[config.mk]
export PLATFORM = sky130hd
export DESIGN_NAME = board_tile_renderer
export DESIGN_NICKNAME = d
export VERILOG_FILES = /design/src/rtl/board_tile_renderer.sv
export SDC_FILE = /design/constraint.sdc
export NUM_CORES = 1
export LEC_CHECK = 0
export BUFFER_PORTS_ARGS = -buffer_cell sky130_fd_sc_hd__buf_2
export CAP_MARGIN = 20
export CORE_ASPECT_RATIO = 1.5
export CORE_MARGIN = 1.5
export CORE_UTILIZATION = 59
export CTS_CLUSTER_DIAMETER = 150
export DETAILED_ROUTE_END_ITERATION = 6
export PLACE_DENSITY_LB_ADDON = 0.08
export RECOVER_POWER = 25
export SYNTH_ARGS = -nofsm -noshare
export SYNTH_HDL_FRONTEND = slang
export SYNTH_SLANG_ARGS = --single-unit
[constraint.sdc]
create_clock -name clock -period 3.3 [get_ports clock]
set_clock_uncertainty 0.1 [all_clocks]
set_input_delay 0.33 -clock clock [delete_from_list [all_inputs] [get_ports clock]]
set_output_delay 0.33 -clock clock [all_outputs]
set_load 0.02 [all_outputs]
[src/rtl/board_tile_renderer.sv]
// board_tile_renderer
//   Reads every cell of the 16x16 game-board BRAM in raster order and paints
//   it as a TILE x TILE square into the VGA adapter, one pixel per cycle.
//   One start pulse renders one frame; a one-cycle done pulse ends it.
//
// Ports
//   clock        system clock, rising edge
//   reset        synchronous, active-low
//   start        frame request, sampled only while idle
//   hold         VGA back-pressure, freezes painting while high
//   mem_q        BRAM read data, valid the cycle after mem_rden
//   mem_address  BRAM address {1'b0, row, col}
//   mem_rden     BRAM read enable
//   oX/oY        pixel coordinate to VGA
//   oColour      pixel colour to VGA
//   plot         pixel write strobe
//   busy         high from accepted start until done
//   done         one-cycle end-of-frame pulse
module board_tile_renderer #(
  parameter int TILE     = 20,
  parameter int X_ORIGIN = 160,
  parameter int Y_ORIGIN = 80
) (
  input  logic       clock,
  input  logic       reset,
  input  logic       start,
  input  logic       hold,
  input  logic [2:0] mem_q,
  output logic [8:0] mem_address,
  output logic       mem_rden,
  output logic [9:0] oX,
  output logic [8:0] oY,
  output logic [2:0] oColour,
  output logic       plot,
  output logic       busy,
  output logic       done
);

  localparam int            PW    = (TILE > 1) ? $clog2(TILE) : 1;
  localparam logic [PW-1:0] PLAST = PW'(TILE - 1);
  localparam logic [9:0]    TL10  = 10'(TILE);

  typedef enum logic [2:0] {
    S_IDLE, S_FETCH, S_WAIT, S_LATCH, S_PAINT, S_DONE
  } state_t;

  state_t        r_state, w_next;
  logic [7:0]    r_cell;
  logic [PW-1:0] r_px, r_py;
  logic [2:0]    r_colour;

  logic       w_paint, w_adv, w_px_last, w_py_last;
  logic [9:0] w_col, w_row, w_x, w_y;

  assign w_paint   = (r_state == S_PAINT);
  assign w_adv     = w_paint & ~hold;
  assign w_px_last = (r_px == PLAST);
  assign w_py_last = (r_py == PLAST);

  always_comb begin
    w_next = r_state;
    case (r_state)
      S_IDLE:  if (start) w_next = S_FETCH;
      S_FETCH: w_next = S_WAIT;
      S_WAIT:  w_next = S_LATCH;
      S_LATCH: w_next = S_PAINT;
      S_PAINT: if (w_adv && w_px_last && w_py_last)
                 w_next = (r_cell == 8'd255) ? S_DONE : S_FETCH;
      S_DONE:  w_next = S_IDLE;
      default: w_next = S_IDLE;
    endcase
  end

  always_ff @(posedge clock) begin
    if (!reset) begin
      r_state  <= S_IDLE;
      r_cell   <= '0;
      r_px     <= '0;
      r_py     <= '0;
      r_colour <= '0;
    end else begin
      r_state <= w_next;
      case (r_state)
        S_IDLE: if (start) r_cell <= '0;
        // Read data is valid during WAIT and may change afterwards, so the
        // colour is captured on the WAIT->LATCH edge rather than one later.
        S_WAIT: begin
          r_colour <= mem_q;
          r_px     <= '0;
          r_py     <= '0;
        end
        S_PAINT: if (w_adv) begin
          if (w_px_last) begin
            r_px <= '0;
            if (w_py_last) begin
              r_py   <= '0;
              r_cell <= r_cell + 8'd1;  // wraps after cell 255; unused then
            end else begin
              r_py <= r_py + 1'b1;
            end
          end else begin
            r_px <= r_px + 1'b1;
          end
        end
        default: ;
      endcase
    end
  end

  // Pixel coordinate is purely a function of the counters, so while hold
  // freezes them the coordinate stays put with no extra registers.
  assign w_col = {6'd0, r_cell[3:0]};
  assign w_row = {6'd0, r_cell[7:4]};
  assign w_x   = 10'(X_ORIGIN) + w_col * TL10 + {{(10-PW){1'b0}}, r_px};
  assign w_y   = 10'(Y_ORIGIN) + w_row * TL10 + {{(10-PW){1'b0}}, r_py};

  assign oX          = w_paint ? w_x : '0;
  assign oY          = w_paint ? 9'(w_y) : '0;
  assign oColour     = w_paint ? r_colour : '0;
  assign plot        = w_adv;
  assign mem_rden    = (r_state == S_FETCH);
  assign mem_address = (r_state == S_FETCH) ? {1'b0, r_cell} : '0;
  assign busy        = (r_state == S_FETCH) || (r_state == S_WAIT) ||
                       (r_state == S_LATCH) || (r_state == S_PAINT);
  assign done        = (r_state == S_DONE);

endmodule

==> metrics <==
Synth Warn # 0; Die ar. 3760 µm²; RSZ-0062 raised after global routing no; area grow syn2layout 12.4%; CP most frequent cell ha_1; Core Area 3190 µm²; initial core utilization 0.627; port bufs 40; Final HPWL DP 3130 µm; CTS clk-pin slew, worst paths 80 ps; Initial DRT Pass Iterations 5; peak supply drop 0.236 mV; Crit. End Element output port; CP bufs+invs 2; final clock period utilization by the worst path 0.886; Worst setup SP type flip-flop; CP arrival 2490 ps; Peak Freq 0.342 GHz; Post-DRT Antenna Nets 0; CTS tree done; Rel. slew slack 0.412; CTS resizes 0; Post-Syn Area per Cell 8.17 µm²; Mapped Nets 278; Final Non-Filler Cells 321; Finished Core Util 0.705; area of the multi-input gates 1390 µm²; worst min path class in -> reg; crit-path cells ha_1, ha_1, fa_1, xor2_1, ha_1, inv_1, o21bai_1, mux2i_1, buf_2; Seq. cell area 480 µm²; Distinct cells, synth 48; Min Hold Slack 199 ps; nets 316; commonest non-fill, non-tap cells in the layout buf_2, dfxtp_1, nor2_1; drt wl/cell 12.7 µm; Hold Buf Count CTS 0; final setup TNS 0 ps; CTS max path bufs 2; DR DRC count 0; EDFF count, synth 0; pin count of the biggest net entering global routing 15; Setup Buffers After CTS 0; IO Pins 42; initial antenna violation count 0; Clock Latency Late Sink 260 ps; crit path max fanout 7; DR iter-0 viols 35; CTS Buf Count 3; vias 1827; min Tclk post-route 2920 ps; P per Cell Area 244 nW/µm²; total congestion overflow 0; max-cap viol count 0; Final Setup Violations 0; GRT Util Overall 0.228; Num Clock Sinks 24; first-pass GRT wire length 6720 µm; Synth async-reset ratio 0; routed wire length 4070 µm; vias in the first global route 1578; Post-synth top flop dfxtp_1; num rows 25; Vias/cell 5.69; synthesized flop and latch total 24; CP max stage cell dfxtp_1; chip width 50.6 µm; critical path's largest stage delay 440 ps; # fillers 300; die height 74.3 µm; Root Driver clkbuf_8; gate count of the mapped netlist 245; commonest non-fill, non-tap cell in the layout buf_2; antenna fix cells 0; layout cells sized above 1 0.164; crit path kind reg -> out; GPL Wtd Cong 0.921; cell total after placement 318; final hold viol count 0; H-tree depth 1; status complete, no violations; CP top delay family adder cells; Least-Margin Pin Slew 880 ps; leak pwr 1.02 nW; Slew Limit Fails 0; mapped cell area 2000 µm²; register area share after synthesis 0.240; critical path required time 2870 ps
==> per-layer routing <==
| layer | vias to the layer above | global-route usage | share of wire |
|---|---|---|---|
| met5 | - | 0 | 0 |
| met4 | 0 | 0.0721 | 0.013 |
| met3 | 6 | 0.0241 | 0.053 |
| met2 | 54 | 0.430 | 0.50 |
| met1 | 836 | 0.269 | 0.43 |
| li1 | 931 | - | - |
==> final timing paths <==
| path | end | cells past startpoint | slack (ps) | startpoint |
|---|---|---|---|---|
| worst max-delay path | oY[8] | 9 | 380 | r_cell[5] |
| worst min register to register | r_colour[1] | 2 | 390 | r_colour[1] |
| worst max register to register | r_cell[7] | 6 | 1010 | r_px[0] |
| worst min-delay path | r_colour[1] | 3 | 200 | mem_q[1] |
==> area by class of cell <==
| cell class | count | share of cell area |
|---|---|---|
| Timing Repair Buffer | 43 | 0.0945 |
| Clock buffer | 3 | 0.0184 |
| Tap cell | 40 | 0.0222 |
| Multi-Input combinational cell | 191 | 0.618 |
| Inverter | 20 | 0.0334 |
| Sequential cell | 24 | 0.214 |
==> tightest hold or removal path, stage by stage <==
cell and delay (ps):
buf_2 80, mux2i_1 50, nor2_1 70
==> report_power, final <==
group	total (W)	leakage (nW)	internal [W]	switching, W
clock network	0.000168	0.0216	0.0000815	0.0000862
logic	0.0000723	0.803	0.0000240	0.0000483
registers	0.000309	0.194	0.000297	0.0000116
==> cell families (layout without fill, tap and decap cells) <==
family / Yosys count / in the layout / share of synthesized area
and+or+nand+nor: 97 / 97 / 0.268
other: 1 / 1 / 0.00187
buffers and inverters: 30 / 66 / 0.0656
DFF: 24 / 24 / 0.240
adders and majority gates: 26 / 26 / 0.177
xor gates and xnor gates: 13 / 13 / 0.0569
muxes: 4 / 4 / 0.0200
AOI/OAI and AO/OA: 50 / 50 / 0.170
==> synthesized netlist by cell type (3+ instances only) <==
library cell | instances | area (µm²)
dfxtp_1 | 24 | 480
ha_1 | 22 | 275
clkbuf_1 | 4 | 15.0
xnor2_1 | 4 | 35.0
a21oi_1 | 16 | 80.1
o221a_1 | 4 | 45.0
nand2b_1 | 3 | 18.8
nor3b_1 | 4 | 30.0
xor2_1 | 9 | 78.8
nand3_1 | 7 | 35.0
nor3_1 | 8 | 40.0
nand2_1 | 13 | 48.8
or3_1 | 6 | 37.5
inv_1 | 19 | 71.3
nor2b_1 | 4 | 25.0
a21o_1 | 3 | 22.5
mux2i_1 | 4 | 40.0
o21ai_0 | 12 | 60.1
buf_2 | 3 | 15.0
nor2_1 | 23 | 86.3
fa_1 | 4 | 80.1
and2_1 | 18 | 113
==> registers in the layout, summed over array words and instances (netlist names) <==
name and cells:
r_colour 3, r_py 5, r_state 3, r_cell 8, r_px 5
==> through the flow <==
step	total power (W)	instance area (µm²)	setup WS, ps
2_1_floorplan	0.000370	2000	672
3_3_place_gp	0.000387	2220	667
3_5_place_dp	0.000389	2220	640
4_1_cts	0.000555	2260	343
5_1_grt	0.000575	2250	201
6_report	0.000549	2250	377
Power figures use the tool's default switching activity.
